### config.mk
export PLATFORM = sky130hd
export DESIGN_NAME = cache_rd_arbiter
export DESIGN_NICKNAME = d
export VERILOG_FILES = /design/src/rtl/cache_rd_arbiter_pkg.sv /design/src/rtl/cache_rd_arbiter_grant_sel.sv /design/src/rtl/cache_rd_arbiter.sv
export SDC_FILE = /design/constraint.sdc
export NUM_CORES = 1
export LEC_CHECK = 0
export ABC_AREA = 1
export BUFFER_PORTS_ARGS = -buffer_cell sky130_fd_sc_hd__clkbuf_2
export CAP_MARGIN = 20
export CORE_AREA = 2 2 104 106
export CTS_BUF_LIST = sky130_fd_sc_hd__clkbuf_2
export CTS_CLUSTER_DIAMETER = 120
export DETAILED_ROUTE_END_ITERATION = 8
export DIE_AREA = 0 0 106 108
export PLACE_DENSITY = 0.71
export SETUP_SLACK_MARGIN = 0.02
export SLEW_MARGIN = 20
export SYNTH_ARGS = -nofsm -noshare
export SYNTH_HDL_FRONTEND = slang
export SYNTH_HIERARCHICAL = 1
export SYNTH_SLANG_ARGS = --single-unit
### constraint.sdc
create_clock -name clk -period 6.15 [get_ports clk]
set_input_delay 0.615 -clock clk [delete_from_list [all_inputs] [get_ports clk]]
set_output_delay 0.615 -clock clk [all_outputs]
set_load 0.02 [all_outputs]
### src/rtl/cache_rd_arbiter_pkg.sv
// Shared constants and types for the cache read arbiter.
package cache_rd_arbiter_pkg;

   localparam logic [3:0]  ICACHE_ID = 4'd0;
   localparam logic [3:0]  DCACHE_ID = 4'd1;
   localparam logic [2:0]  TYPE_LINE = 3'b100;
   localparam logic [2:0]  SIZE_WORD = 3'b010;
   localparam logic [7:0]  LEN_LINE  = 8'd3;
   localparam logic [7:0]  LEN_WORD  = 8'd0;
   // Addresses in the same 16-byte line compare equal under this mask.
   localparam logic [31:0] LINE_MASK = 32'hFFFF_FFF0;

   typedef enum logic {
      IDLE = 1'b0,
      SEND = 1'b1
   } arb_state_e;

   // A line request is a 4-beat burst, anything else is a single word.
   function automatic logic [7:0] burst_len(input logic [2:0] req_type);
      return (req_type == TYPE_LINE) ? LEN_LINE : LEN_WORD;
   endfunction

endpackage

### src/rtl/cache_rd_arbiter_grant_sel.sv
// rd_grant_sel: eligibility and grant between icache and dcache reads.
// Build option ARB_RR_EN: round-robin on ties, otherwise dcache wins.
module rd_grant_sel
   import cache_rd_arbiter_pkg::*;
(
   input  logic        idle_i,
   input  logic        inst_req_i,
   input  logic        data_req_i,
   input  logic [31:0] data_addr_i,
   input  logic        wr_busy_i,
   input  logic [31:0] wr_addr_i,
   input  logic [1:0]  outstanding_i,
`ifdef ARB_RR_EN
   input  logic        last_grant_i,
`endif
   output logic        grant_inst_o,
   output logic        grant_data_o
);

   logic hazard;
   logic elig_inst;
   logic elig_data;

   // A dcache read must not overtake a pending write to the same line.
   assign hazard    = wr_busy_i & (((wr_addr_i ^ data_addr_i) & LINE_MASK) == 32'd0);
   assign elig_inst = inst_req_i & ~outstanding_i[0];
   assign elig_data = data_req_i & ~outstanding_i[1] & ~hazard;

   // Pick at most one winner, only while the AR channel is free.
   always_comb begin
      grant_inst_o = 1'b0;
      grant_data_o = 1'b0;
      if (idle_i) begin
         if (elig_inst && elig_data) begin
`ifdef ARB_RR_EN
            // last_grant_i=1 means dcache won last time.
            if (last_grant_i) grant_inst_o = 1'b1;
            else              grant_data_o = 1'b1;
`else
            grant_data_o = 1'b1;
`endif
         end else begin
            grant_inst_o = elig_inst;
            grant_data_o = elig_data;
         end
      end
   end

endmodule

### src/rtl/cache_rd_arbiter.sv
// cache_rd_arbiter: shares one AXI read channel between icache and dcache.
// Build option ARB_RR_EN selects round-robin arbitration (see rd_grant_sel).
//
//   state | meaning
//   ------+-------------------------------------------------------------
//   IDLE  | AR channel free, one eligible requester may be accepted
//   SEND  | latched request presented on AR, waiting for arready
module cache_rd_arbiter
   import cache_rd_arbiter_pkg::*;
(
   input  logic        clk,
   input  logic        resetn,
   input  logic        inst_req_i,
   input  logic [31:0] inst_addr_i,
   input  logic [2:0]  inst_type_i,
   output logic        inst_addr_ok_o,
   output logic        inst_data_ok_o,
   output logic [31:0] inst_rdata_o,
   output logic        inst_last_o,
   input  logic        data_req_i,
   input  logic [31:0] data_addr_i,
   input  logic [2:0]  data_type_i,
   output logic        data_addr_ok_o,
   output logic        data_data_ok_o,
   output logic [31:0] data_rdata_o,
   output logic        data_last_o,
   input  logic        wr_busy_i,
   input  logic [31:0] wr_addr_i,
   output logic [3:0]  arid_o,
   output logic [31:0] araddr_o,
   output logic [7:0]  arlen_o,
   output logic [2:0]  arsize_o,
   output logic        arvalid_o,
   input  logic        arready_i,
   input  logic [3:0]  rid_i,
   input  logic [31:0] rdata_i,
   input  logic        rlast_i,
   input  logic        rvalid_i,
   output logic        rready_o,
   output logic        err_rid_o
);

   arb_state_e  state_q;
   logic [1:0]  outstanding_q;
   logic [1:0]  outstanding_d;
   logic [31:0] addr_q;
   logic [2:0]  type_q;
   logic        src_q;
   logic        err_rid_q;
`ifdef ARB_RR_EN
   logic        last_grant_q;
`endif

   logic idle;
   logic grant_inst;
   logic grant_data;
   logic accept;
   logic beat_inst;
   logic beat_data;
   logic beat_bad;

   // Outputs are forced quiet during reset even before the first edge clears state.
   assign idle = resetn & (state_q == IDLE);

   rd_grant_sel u_grant_sel (
      .idle_i        (idle),
      .inst_req_i    (inst_req_i),
      .data_req_i    (data_req_i),
      .data_addr_i   (data_addr_i),
      .wr_busy_i     (wr_busy_i),
      .wr_addr_i     (wr_addr_i),
      .outstanding_i (outstanding_q),
`ifdef ARB_RR_EN
      .last_grant_i  (last_grant_q),
`endif
      .grant_inst_o  (grant_inst),
      .grant_data_o  (grant_data)
   );

   assign accept         = grant_inst | grant_data;
   assign inst_addr_ok_o = grant_inst;
   assign data_addr_ok_o = grant_data;

   assign arvalid_o = resetn & (state_q == SEND);
   assign araddr_o  = addr_q;
   assign arid_o    = src_q ? DCACHE_ID : ICACHE_ID;
   assign arlen_o   = burst_len(type_q);
   assign arsize_o  = SIZE_WORD;
   assign rready_o  = 1'b1;

   assign beat_inst = resetn & rvalid_i & (rid_i == ICACHE_ID);
   assign beat_data = resetn & rvalid_i & (rid_i == DCACHE_ID);
   assign beat_bad  = rvalid_i & (rid_i > DCACHE_ID);

   assign inst_data_ok_o = beat_inst;
   assign inst_rdata_o   = beat_inst ? rdata_i : 32'd0;
   assign inst_last_o    = beat_inst & rlast_i;
   assign data_data_ok_o = beat_data;
   assign data_rdata_o   = beat_data ? rdata_i : 32'd0;
   assign data_last_o    = beat_data & rlast_i;
   assign err_rid_o      = resetn & err_rid_q;

   // AR sequencing: hold the request on the channel until the slave takes it.
   always_ff @(posedge clk) begin
      if (!resetn) begin
         state_q <= IDLE;
      end else begin
         case (state_q)
            IDLE:    if (accept)    state_q <= SEND;
            SEND:    if (arready_i) state_q <= IDLE;
            default:                state_q <= IDLE;
         endcase
      end
   end

   // Capture the winning request; stays frozen while it waits on arready.
   always_ff @(posedge clk) begin
      if (accept) begin
         addr_q <= grant_data ? data_addr_i : inst_addr_i;
         type_q <= grant_data ? data_type_i : inst_type_i;
         src_q  <= grant_data;
      end
   end

   // Burst tracking: a grant and the other source's rlast may land together.
   always_comb begin
      outstanding_d = outstanding_q;
      if (beat_inst && rlast_i) outstanding_d[0] = 1'b0;
      if (beat_data && rlast_i) outstanding_d[1] = 1'b0;
      if (grant_inst)           outstanding_d[0] = 1'b1;
      if (grant_data)           outstanding_d[1] = 1'b1;
   end

   // Register the burst tracking state.
   always_ff @(posedge clk) begin
      if (!resetn) outstanding_q <= 2'b00;
      else         outstanding_q <= outstanding_d;
   end

   // Sticky flag for beats whose rid belongs to neither cache.
   always_ff @(posedge clk) begin
      if (!resetn)       err_rid_q <= 1'b0;
      else if (beat_bad) err_rid_q <= 1'b1;
   end

`ifdef ARB_RR_EN
   // Remember who won last; starts as dcache so icache takes the first tie.
   always_ff @(posedge clk) begin
      if (!resetn)     last_grant_q <= 1'b1;
      else if (accept) last_grant_q <= grant_data;
   end
`endif

endmodule

**Word-level counts from Yosys, hierarchy flattened**

Cells that the tools add are included.

- Flip-flop bits (word level): 40
- Output and inout bits: 120

- Bitwise logic cells: 19
- Order comparisons: 1
- Multiplexer cells: 17
- Equal/unequal tests: 2
- Reduce and logical (&&, ||, !) cells: 7

Operators with widths:

| cell | count |
|---|---|
| $mux 32 | 3 |
| $logic_not 32->1 | 1 |
| $xor 32x32->32 | 1 |
| $and 1x1->1 | 13 |
| $mux 1 | 11 |
| $eq 4x1->1 const B | 1 |
| $gt 4x1->1 const B | 1 |
| $logic_not 4->1 | 1 |
| $not 1->1 | 4 |
| $reduce_bool 2->1 | 2 |
| $eq 3x3->1 const B | 1 |
| $logic_and 1x1->1 | 3 |
| $mux 3 | 1 |
| $mux 2 | 1 |
| $pmux 1 s2 | 1 |
| $or 1x1->1 | 1 |

**Depth between registers and ports, before layout**

Gate-level depths: netlist (run 1).

- Word-level depth: 11
- Mapped depth: 16
- Mapped depth without buffers: 15

**By module**

Netlist (run 1), hierarchy kept.

Modules (own cells, without submodules):

| module | seq. area each (um^2) | area each (um^2) | cells each | instances |
|---|---|---|---|---|
| cache_rd_arbiter | 1161.1 | 2348.5 | 303 | 1 |
| rd_grant_sel | 0.0 | 608.1 | 148 | 1 |

**Worst setup path after synthesis (run 1)**

No wires, ideal clock.

- Path type: input -> register
- From: in data_addr_i[29]
- To: reg addr_q[0] (netlist: araddr_o[0]) (enable)
- Stages on the path: 14
- Data required time: 5.756 ns
- Data arrival time: 2.530 ns
- Library setup time: 0.394 ns
- Buffers on the path: 1
- Setup slack: 3.226 ns
- Path through: inv_1 -> nand2_1 -> nand2_1 -> inv_1 -> nand2_1 -> nor2_1 -> nand2_1 -> nor2_1 -> nand2_1 -> nand2_1 -> nor2_1 -> buf_4 -> inv_2 -> nand2_1

- Word-level cells in the longest chain between the ends: 9
- Elaborated cells between the ends (all ways): 11
- Classes of those cells: 4 x mux; 5 x bitwise; 2 x reduce/logical

Ends and longest elaborated chain:

| item | RTL line | text |
|---|---|---|
| from (decl) | cache_rd_arbiter.sv:21 | `input logic [31:0] data_addr_i,` |
| $xor 32x32->32 (*) | cache_rd_arbiter_grant_sel.sv:25 | `assign hazard = wr_busy_i & (((wr_addr_i ^ data_addr_i) & LINE_MASK) == 32'd0);` |
| $logic_not 32->1 (*) | cache_rd_arbiter_grant_sel.sv:25 |  |
| $and 1x1->1 (*) | cache_rd_arbiter_grant_sel.sv:25 |  |
| $not 1->1 (*) | cache_rd_arbiter_grant_sel.sv:27 | `assign elig_data = data_req_i & ~outstanding_i[1] & ~hazard;` |
| $and 1x1->1 (*) | cache_rd_arbiter_grant_sel.sv:27 |  |
| $logic_and 1x1->1 | cache_rd_arbiter_grant_sel.sv:34 | `if (elig_inst && elig_data) begin` |
| $mux 1 (*) | cache_rd_arbiter_grant_sel.sv:34 |  |
| $mux 1 (*) | cache_rd_arbiter_grant_sel.sv:33 | `if (idle_i) begin` |
| via data_addr_ok_o | cache_rd_arbiter.sv:23 | `output logic data_addr_ok_o,` |
| $or 1x1->1 (*) | cache_rd_arbiter.sv:80 | `assign accept = grant_inst \| grant_data;` |
| via accept | cache_rd_arbiter.sv:57 | `logic accept;` |
| to (signal assigned) | cache_rd_arbiter.sv:119 | `addr_q <= grant_data ? data_addr_i : inst_addr_i;` |
| to (decl) | cache_rd_arbiter.sv:46 | `logic [31:0] addr_q;` |

The timed path passes the listed nets; every way through them passes the cells marked *.
A chain may end at the register's enable or synchronous reset.

**Worst setup path after layout (run 1)**

- From: in wr_addr_i[23]
- To: reg addr_q[2] (netlist: araddr_o[2]) (enable)

- Word-level cells in the longest chain between the ends: 9
- Elaborated cells between the ends (all ways): 11
- Classes of those cells: 4 x mux; 5 x bitwise; 2 x reduce/logical

Ends and longest elaborated chain:

| item | RTL line | text |
|---|---|---|
| from (decl) | cache_rd_arbiter.sv:28 | `input logic [31:0] wr_addr_i,` |
| $xor 32x32->32 (*) | cache_rd_arbiter_grant_sel.sv:25 |  |
| $logic_not 32->1 (*) | cache_rd_arbiter_grant_sel.sv:25 |  |
| $and 1x1->1 (*) | cache_rd_arbiter_grant_sel.sv:25 |  |
| $not 1->1 (*) | cache_rd_arbiter_grant_sel.sv:27 |  |
| $and 1x1->1 (*) | cache_rd_arbiter_grant_sel.sv:27 |  |
| $logic_and 1x1->1 | cache_rd_arbiter_grant_sel.sv:34 |  |
| $mux 1 | cache_rd_arbiter_grant_sel.sv:34 |  |
| $mux 1 | cache_rd_arbiter_grant_sel.sv:33 |  |
| $or 1x1->1 (*) | cache_rd_arbiter.sv:80 |  |
| via accept | cache_rd_arbiter.sv:57 |  |

Marks and branches as above.

==> results of run 1 <==
state kept, by name, indices dropped and copies added (netlist names):
signal,flops
type_q,3
outstanding_q,2
src_q,1
err_rid_q,1
state_q,1
araddr_o,32
worst min path at each step:
| stage | start | slack [ns] | cells past startpoint | to |
|---|---|---|---|---|
| CTS | arready_i | 0.33 | 2 | state_q |
| global placement | outstanding_q[1] | 0.45 | 2 | outstanding_q[1] |
| floorplan | err_rid_q | 0.42 | 2 | err_rid_q |
| detailed placement | outstanding_q[0] | 0.46 | 2 | outstanding_q[0] |
| finish | arready_i | 0.38 | 2 | state_q |
| global route | arready_i | 0.31 | 2 | state_q |
cells in the mapped netlist, types with 3 or more instances:
library cell / count / share of area
nor2_2: 17 / 0.036
clkbuf_1: 3 / 0.0038
buf_2: 3 / 0.0051
buf_6: 6 / 0.023
edfxtp_1: 36 / 0.37
nand2_1: 181 / 0.23
xnor2_1: 4 / 0.012
xor2_1: 3 / 0.0089
buf_4: 16 / 0.041
o21ai_0: 3 / 0.0051
nor2_1: 66 / 0.084
dfxtp_1: 4 / 0.027
inv_1: 91 / 0.12
area by class of cell:
cell class                      count  area [sq um]
Tap cell                          136           170
Antenna cell                        4          10.0
Sequential cell                    40          1160
Multi-Input combinational cell    301          1280
Fill cell                        1140          5940
Timing Repair Buffer              249          1250
Clock buffer                        5          25.0
Inverter                           93           350
Clock inverter                      3          42.5
routing by layer:
layer	GRT usage	vias to the layer above	share of wire
met3	0.0597	17	0.093
met1	0.172	1424	0.34
met4	0.0752	2	0.026
met5	0	-	0.0012
li1	-	1760	-
met2	0.351	179	0.54
power by group through the flow:
stage	clock network [W]	registers, W	logic (W)
detailed placement	0	0.000343	0.000214
finish	0.000166	0.000336	0.000211
floorplan	0	0.000367	0.0000999
global placement	0	0.000341	0.000211
CTS	0.000174	0.000337	0.000214
global route	0.000184	0.000339	0.000237
stage by stage:
step                      utilization  hold slack (ns)  instance area [sq um]
after CTS                       0.418            0.331                   4280
after global routing            0.419            0.306                   4290
after global placement          0.412            0.451                   4210
final                           0.419            0.377                   4290
after floorplan                     -            0.419                   3000
after detailed placement        0.412            0.463                   4210
kinds of logic (layout without fill, tap and decap cells):
kind of cell	Yosys count	count (layout)	share of synthesized area
buf+inv	121	350	0.191
xor+xnor	7	7	0.0207
flops	40	40	0.393
compound gates	8	8	0.0161
other cells	2	17	0.00254
simple gates	273	273	0.377
==> results.yml, run 1 <==
outcome:
  outcome: "completed"
flow_run:
  timing.max_cap.violations: 0
place:
  dp_slack_ns: 2.71
  port_buffers: 248
  dpl.hpwl_mm: 8.99
  place_congestion: 0.800
  place_inst: 819
detailed_routing:
  drtAntennaViolNets: 0
  viasPerCell: 4.07
  first_pass_iters: 4
  drt_iter0_drc: 169
  wire_per_inst_microns: 12.8
  drc_errors: 0
  wirelength_mm: 10.6
  vias: 3382
logic_synthesis:
  yosysWarnings: 6
  syn_inst: 451
  yosysSeqAreaShare: 0.393
  synthFlopType: "edfxtp_1"
  avgSynthCellArea_sq_um: 6.56
  syn_area_sq_um: 2960
  synth_async_sr_flop_share: 0
  synth_cell_types: 26
  ys_ff_latch: 40
  synth-edff-count: 36
power_and_ir_drop:
  ir_worst_vdd_mv: 0.102
  power_frac_comb: 0.296
  powerDensity_nw_per_um2: 166
  pwr-share-clk: 0.233
  p_seq_frac: 0.472
  netSwitchingFraction: 0.336
  switchingPower_w: 0.000239
  leakage_nw: 2.75
  power_w: 0.000713
  p_int_w: 0.000473
clock_network:
  clk_latency_ns: 0.40
  clockBufferDepth: 2
  post_cts_resized: 0
  cts_root_buf: "clkbuf_2"
  cts_hold_buffers: 0
  cts_sinks: 40
  clk_pin_slew_ns: 0.23
  cts_setup_buffers: 0
  htreeDepth: 2
  cts_buffers: 5
  cts_tree: "yes"
timing:
  worstMarginPinSlew_ns: 0.928
  slew_headroom: 0.379
  finalHoldViolCount: 0
  post-route-min-period_ns: 2.87
  fmax_mhz: 348
  final.setup.tns_ns: 0
  drv_slew: 0
  period_share: 0.467
  setup_slack_ns: 3.28
  setup_viol: 0
  finClkSkew_ns: 0.0167
  rsz0062_at_grt: "no"
critical_path:
  startpoint: "wr_addr_i[23]"
  arrival_ns: 2.82
  crit_cells: 14
  crit_type: "input pin to flop"
  r2r_cells: 5
  max_stage_delay_ns: 0.72
  reg2reg_slack_ns: 3.84
  crit_slowest_cell: "nand2_2"
  crit_path_start_kind: "input pin"
  cpLargestDelayFamily: "simple AND/OR/NAND/NOR gates"
  cp_max_fo: 37
  cp_data_required_time_ns: 6.10
  r2r_end: "araddr_o[2]"
  crit_chain: "clkbuf_2, inv_1, nand2_1, nand2_1, inv_1, nand2_1, nor2_1, nand2_1, nor2_1, nand2_1, nand2_1, nor2_4, inv_2, nand2_2"
  cp_common_cell: "nand2_1"
  critPathCapture: "araddr_o[2]"
  path_buf_inv: 4
  r2r-start: "outstanding_q[1]"
  cp-end-kind: "flop"
final_layout:
  final_common_cell: "clkbuf_2"
  stdcell_count: 831
  drive_above_1_share: 0.407
  final_cell_mix: "253 x clkbuf_2, 180 x nand2_1, 91 x inv_1, 65 x nor2_1, 36 x edfxtp_1"
  nets: 836
  area_growth_syn_to_layout_pct: 45.1
die:
  initial_core_util: 0.289
  coreArea_sq_um: 10200
  row_count: 37
  die_w_microns: 106
  die_area_sq_um: 11400
  die_h_microns: 108
  top_level_ports: 266
min_path:
  hp-class: "input pin to flop"
global_route:
  grt_pass1_wl_mm: 15.5
  grt_antenna_before_repair: 5
  grt_overflow: 0
  grt_max_degree: 38
  grt_usage: 0.180
  first_global_vias: 3046
Note: power is estimated with default switching activity, not from simulation.
==> run 2, diff against run 1 <==
--- a/config.mk
+++ b/config.mk
@@ -5,15 +5,15 @@
 export SDC_FILE = /design/constraint.sdc
 export NUM_CORES = 1
 export LEC_CHECK = 0
-export ABC_AREA = 1
+export ABC_AREA = 0
 export BUFFER_PORTS_ARGS = -buffer_cell sky130_fd_sc_hd__clkbuf_2
 export CAP_MARGIN = 20
-export CORE_AREA = 2 2 104 106
+export CORE_AREA = 2 2 102 104
 export CTS_BUF_LIST = sky130_fd_sc_hd__clkbuf_2
 export CTS_CLUSTER_DIAMETER = 120
 export DETAILED_ROUTE_END_ITERATION = 8
-export DIE_AREA = 0 0 106 108
-export PLACE_DENSITY = 0.71
+export DIE_AREA = 0 0 104 106
+export PLACE_DENSITY = 0.75
 export SETUP_SLACK_MARGIN = 0.02
 export SLEW_MARGIN = 20
 export SYNTH_ARGS = -nofsm -noshare
==> constraint.sdc (replaced) <==
create_clock -name clk -period 2.5 [get_ports clk]
set_input_delay 0.25 -clock clk [delete_from_list [all_inputs] [get_ports clk]]
set_output_delay 0.25 -clock clk [all_outputs]
set_load 0.02 [all_outputs]
==> run 2 against run 1 <==
- clock-buffer cell count unchanged
- synthesized area decreased by 3.6%
- sequential cell count unchanged
- clock power increased by 140%
- largest power group unchanged
- highest routed layer is now met4
==> results.yml, run 2 <==
critical_path:
  cp_max_fo: 3
  path_buf_inv: 3
  cp-end-kind: "output port"
  crit_slowest_cell: "or4_4"
  cpLargestDelayFamily: "simple AND/OR/NAND/NOR gates"
  cp_data_required_time_ns: 2.25
  arrival_ns: 2.08
  reg2reg_slack_ns: 0.81
  crit_type: "input pin to output port"
  crit_path_start_kind: "input pin"
  max_stage_delay_ns: 0.57
  cp_common_cell: "clkbuf_2"
  crit_chain: "clkbuf_2, xor2_1, nor4_2, nand2_1, or4_4, a211oi_4, buf_4, clkbuf_2"
global_route:
  first_global_vias: 2893
  grt_max_degree: 35
  grt_pass1_wl_mm: 14.1
  grt_overflow: 0
  grt_antenna_before_repair: 0
  grt_usage: 0.160
place:
  port_buffers: 248
  dpl.hpwl_mm: 8.05
  place_congestion: 0.823
  dp_slack_ns: -0.264
logic_synthesis:
  yosys-top-cells-count: "36 x edfxtp_1, 36 x nor3_1, 35 x mux2_2"
  synth_top_area_cell: "edfxtp_1"
  avgSynthCellArea_sq_um: 10.4
  yosysWarnings: 6
  synth_async_sr_flop_share: 0
  yosysSeqAreaShare: 0.408
  synthFlopType: "edfxtp_1"
  ys_ff_latch: 40
  synth-edff-count: 36
  syn_area_sq_um: 2850
  synth.top_cell.area_share: 0.379
  syn_inst: 273
  synth_area_leaders: "edfxtp_1 38%, mux2_2 14%, nor3_2 9.8%"
  synth_cell_types: 34
clock_network:
  cts_tree: "yes"
  cts_hold_buffers: 0
  cts_buffers: 5
  clk_pin_slew_ns: 0.23
  clockBufferDepth: 2
  cts_root_buf: "clkbuf_2"
  htreeDepth: 2
  cts_sinks: 40
  clk_latency_ns: 0.41
  cts_setup_buffers: 0
die:
  top_level_ports: 266
  initial_core_util: 0.285
  die_w_microns: 104
  coreArea_sq_um: 10000
  die_area_sq_um: 11000
  row_count: 37
  die_h_microns: 106
timing:
  setup_slack_ns: 0.166
  drv_slew: 0
  rsz0062_at_grt: "no"
  finClkSkew_ns: 0.0269
  setup_viol: 0
  final.setup.tns_ns: 0
  fmax_mhz: 428
  period_share: 0.934
  finalHoldViolCount: 0
  hold_ws_ns: 0.123
  post-route-min-period_ns: 2.33
detailed_routing:
  drt_iter0_drc: 172
  viasPerCell: 4.48
  drtAntennaViolNets: 0
  wire_per_inst_microns: 14.1
  drc_errors: 0
  wirelength_mm: 9.28
  vias: 2942
  first_pass_iters: 4
power_and_ir_drop:
  ir_worst_vdd_mv: 0.280
  power_w: 0.00177
  powerDensity_nw_per_um2: 406
  leakage_nw: 2.12
final_layout:
  fillerInstances: 973
  seqCellArea_sq_um: 1160
  nets: 666
  final_core_util: 0.436
  multi_input_area_sq_um: 1420
  area_growth_syn_to_layout_pct: 53.1
  diodes: 0
  drive_above_1_share: 0.660
  largest_reg_flops: 32
  final_cell_mix: "253 x clkbuf_2, 36 x nor3_1, 36 x edfxtp_1, 35 x mux2_2, 33 x inv_1"
  final_common_cell: "clkbuf_2"
min_path:
  hp-class: "input pin to flop"
outcome:
  outcome: "completed"
flow_run:
  timing.max_cap.violations: 0
==> run 2: cell count changes after synthesis, moves of 21 or more <==
| cell | change |
|---|---|
| inv_1 | -58 |
| mux2_2 | +35 |
| nand2_1 | -177 |
| nor2_1 | -62 |
| nor3_1 | +35 |
| nor3_2 | +28 |
| xor2_1 | +21 |
==> run 2: path summary, 6_finish.rpt <==
kind / to / startpoint / cells past startpoint
max: inst_addr_ok_o / data_addr_i[12] / 8
min: araddr_o[8] / inst_addr_i[8] / 2
max reg2reg: araddr_o[11] / outstanding_q[1] / 4
min reg2reg: outstanding_q[1] / outstanding_q[1] / 2
==> run 2: power breakdown <==
part	switching, W	leakage, nW	internal [W]
Clock	0.000225	0.0406	0.000168
Sequential	0.0000178	0.372	0.000805
Combinational	0.000313	1.71	0.000244
==> run 2: logic make-up (layout without fill, tap and decap cells) <==
| family | count (synthesis) | after routing | synth area share |
|---|---|---|---|
| flops | 40 | 40 | 0.408 |
| simple gates | 94 | 94 | 0.224 |
| xor+xnor | 28 | 28 | 0.0861 |
| other cells | 2 | 13 | 0.00264 |
| compound gates | 7 | 7 | 0.0193 |
| buf+inv | 67 | 304 | 0.123 |
| mux | 35 | 35 | 0.138 |
==> run 2: metrics by stage <==
stage	cells	instance area, sq um
global placement	649	4270
detailed placement	649	4270
CTS	657	4360
floorplan	284	2910
finish	657	4360
global route	657	4360
==> run 2: layout make-up <==
type / count / share of cell area
Tap cell: 136 / 0.0390
Clock inverter: 3 / 0.00975
Timing Repair Buffer: 263 / 0.325
Multi-Input combinational cell: 177 / 0.326
Inverter: 33 / 0.0284
Sequential cell: 40 / 0.266
Clock buffer: 5 / 0.00574
==> run 2: repair_timing <==
action,4_1_cts,5_1_grt
cloned,0,0
pin swaps,1,3
resized for setup,3,1
setup endpoints to repair,2,2
==> run 2: layer usage <==
metal	vias to the layer above	global-route usage	wire, microns
met5	-	0	0
met4	0	0.0405	83
met3	6	0.0448	742
met2	155	0.320	5170
met1	1369	0.161	3290
li1	1412	-	-
==> run 3, diff against run 2 <==
--- a/config.mk
+++ b/config.mk
@@ -5,17 +5,16 @@
 export SDC_FILE = /design/constraint.sdc
 export NUM_CORES = 1
 export LEC_CHECK = 0
-export ABC_AREA = 0
+export ABC_AREA = 1
 export BUFFER_PORTS_ARGS = -buffer_cell sky130_fd_sc_hd__clkbuf_2
 export CAP_MARGIN = 20
-export CORE_AREA = 2 2 102 104
+export CORE_AREA = 2 2 104 106
 export CTS_BUF_LIST = sky130_fd_sc_hd__clkbuf_2
 export CTS_CLUSTER_DIAMETER = 120
 export DETAILED_ROUTE_END_ITERATION = 8
-export DIE_AREA = 0 0 104 106
-export PLACE_DENSITY = 0.75
+export DIE_AREA = 0 0 106 108
+export PLACE_DENSITY = 0.74
 export SETUP_SLACK_MARGIN = 0.02
-export SLEW_MARGIN = 20
 export SYNTH_ARGS = -nofsm -noshare
 export SYNTH_HDL_FRONTEND = slang
 export SYNTH_HIERARCHICAL = 1
==> run 3 against run 2 <==
- non-clock buffer count down 9
- cell count up 27%
- clock-buffer cell count unchanged
- maximum frequency up 21%
- register-to-register slack better by 0.05 ns
- total power up 0.23%
- worst setup slack better by 0.41 ns
- final area down 0.54%
- critical path type is now flop to output port
- critical endpoint is now data_addr_ok_o
==> results.yml, run 3 (same netlist as run 1, synthesis figures left out) <==
global_route:
  grt_max_degree: 36
  grt_usage: 0.168
  grt_overflow: 0
  grt_pass1_wl_mm: 14.8
  grt_antenna_before_repair: 1
  first_global_vias: 3044
outcome:
  outcome: "completed"
power_and_ir_drop:
  ir_worst_vdd_mv: 0.193
  leakage_nw: 2.78
  powerDensity_nw_per_um2: 409
  power_w: 0.00178
critical_path:
  arrival_ns: 1.67
  cp_data_required_time_ns: 2.25
  crit_type: "flop to output port"
  cp_max_fo: 35
  cp-end-kind: "output port"
  crit_path_start_kind: "flop"
final_layout:
  area_growth_syn_to_layout_pct: 46.8
  stdcell_count: 833
  fin_area_sq_um: 4340
  fillerInstances: 1118
  final_common_cell: "clkbuf_2"
  nets: 841
  final_cell_mix: "253 x clkbuf_2, 180 x nand2_1, 91 x inv_1, 65 x nor2_1, 36 x edfxtp_1"
  drive_above_1_share: 0.411
  largest_reg_flops: 32
clock_network:
  cts_sinks: 40
  htreeDepth: 2
  clk_pin_slew_ns: 0.26
  cts_buffers: 5
  post_cts_resized: 0
  cts_tree: "yes"
  clk_latency_ns: 0.42
  clockBufferDepth: 2
  cts_root_buf: "clkbuf_2"
place:
  dpl.hpwl_mm: 8.71
  post_dp_cell_area_sq_um: 4260
  place_inst: 823
  place_congestion: 0.734
  dp_slack_ns: 0.521
  port_buffers: 248
detailed_routing:
  drc_errors: 0
  wire_per_inst_microns: 12.2
  viasPerCell: 4.06
  vias: 3381
  first_pass_iters: 6
  wirelength_mm: 10.1
  drt_iter0_drc: 155
  drtAntennaViolNets: 0
timing:
  post-route-min-period_ns: 1.92
  setup_slack_ns: 0.576
  final.setup.tns_ns: 0
  finClkSkew_ns: 0.0143
  fmax_mhz: 520
  period_share: 0.770
  rsz0062_at_grt: "no"
  setup_viol: 0
  drv_slew: 0
  finalHoldViolCount: 0
die:
  die_h_microns: 108
  die_area_sq_um: 11400
  top_level_ports: 266
  die_w_microns: 106
  coreArea_sq_um: 10200
  row_count: 37
  initial_core_util: 0.289
min_path:
  hp-class: "input pin to flop"
flow_run:
  timing.max_cap.violations: 0
[run 3: cell types whose count changed in the layout (fill, tap and decap cells not counted), sizes merged, moves of 6 or more]
cell   delta
nand2   +177
nor2     +80
nor3     -63
inv      +60
mux2     -35
xor2     -21
buf      -10
nor4      -6
[run 3: path summary, 6_finish.rpt]
check	startpoint	to	slack, ns	cells after the start
setup / recovery	outstanding_q[1]	data_addr_ok_o	0.58	5
hold / removal	inst_addr_i[16]	araddr_o[16]	0.07	3
setup reg to reg	state_q	araddr_o[9]	0.86	8
hold reg to reg	outstanding_q[1]	outstanding_q[1]	0.48	2
[run 3: stage by stage]
stage                      util  hold slack [ns]
after detailed placement  0.416            0.451
after CTS                 0.424           0.0415
after global routing      0.424           0.0370
after global placement    0.416            0.441
after floorplan               -            0.361
final                     0.424           0.0712
[run 3: repair_timing]
action / 4_1_cts / 5_1_grt
buffers inserted: 0 / 0
endpoints found under the hold margin: 1 / 0
hold buffers: 1 / 0
[run 3: worst max-delay path, stage by stage, from the launching register on]
cell      delay, ns
dfxtp_1        0.37
nor2_1         0.18
nand2_1        0.12
nor2_4         0.17
buf_12         0.22
clkbuf_2       0.20
[run 3: where the power goes]
group          switching (W)  total (W)  leakage (nW)  internal, W
clock               0.000251   0.000424        0.0396     0.000172
combinational       0.000330   0.000527          2.36     0.000197
sequential         0.0000162   0.000825         0.374     0.000809
total               0.000598    0.00178          2.78      0.00118
[run 3: cell type report]
cell class	count	area, sq um	area share
timing repair buffer	254	1300	0.300
multi-input combinational	301	1280	0.296
sequential	40	1160	0.268
inverter	93	350	0.0807
tap	136	170	0.0392
clock inverter	3	46.3	0.0107
clock buffer	5	25.0	0.00577
antenna	1	2.50	0.000577
[run 3: metal layers]
metal / wire length (microns) / global-route usage / vias up
met5: 0 / 0 / -
met4: 348 / 0.0724 / 0
met3: 810 / 0.0392 / 18
met2: 5480 / 0.344 / 162
met1: 3500 / 0.156 / 1436
li1: - / - / 1765
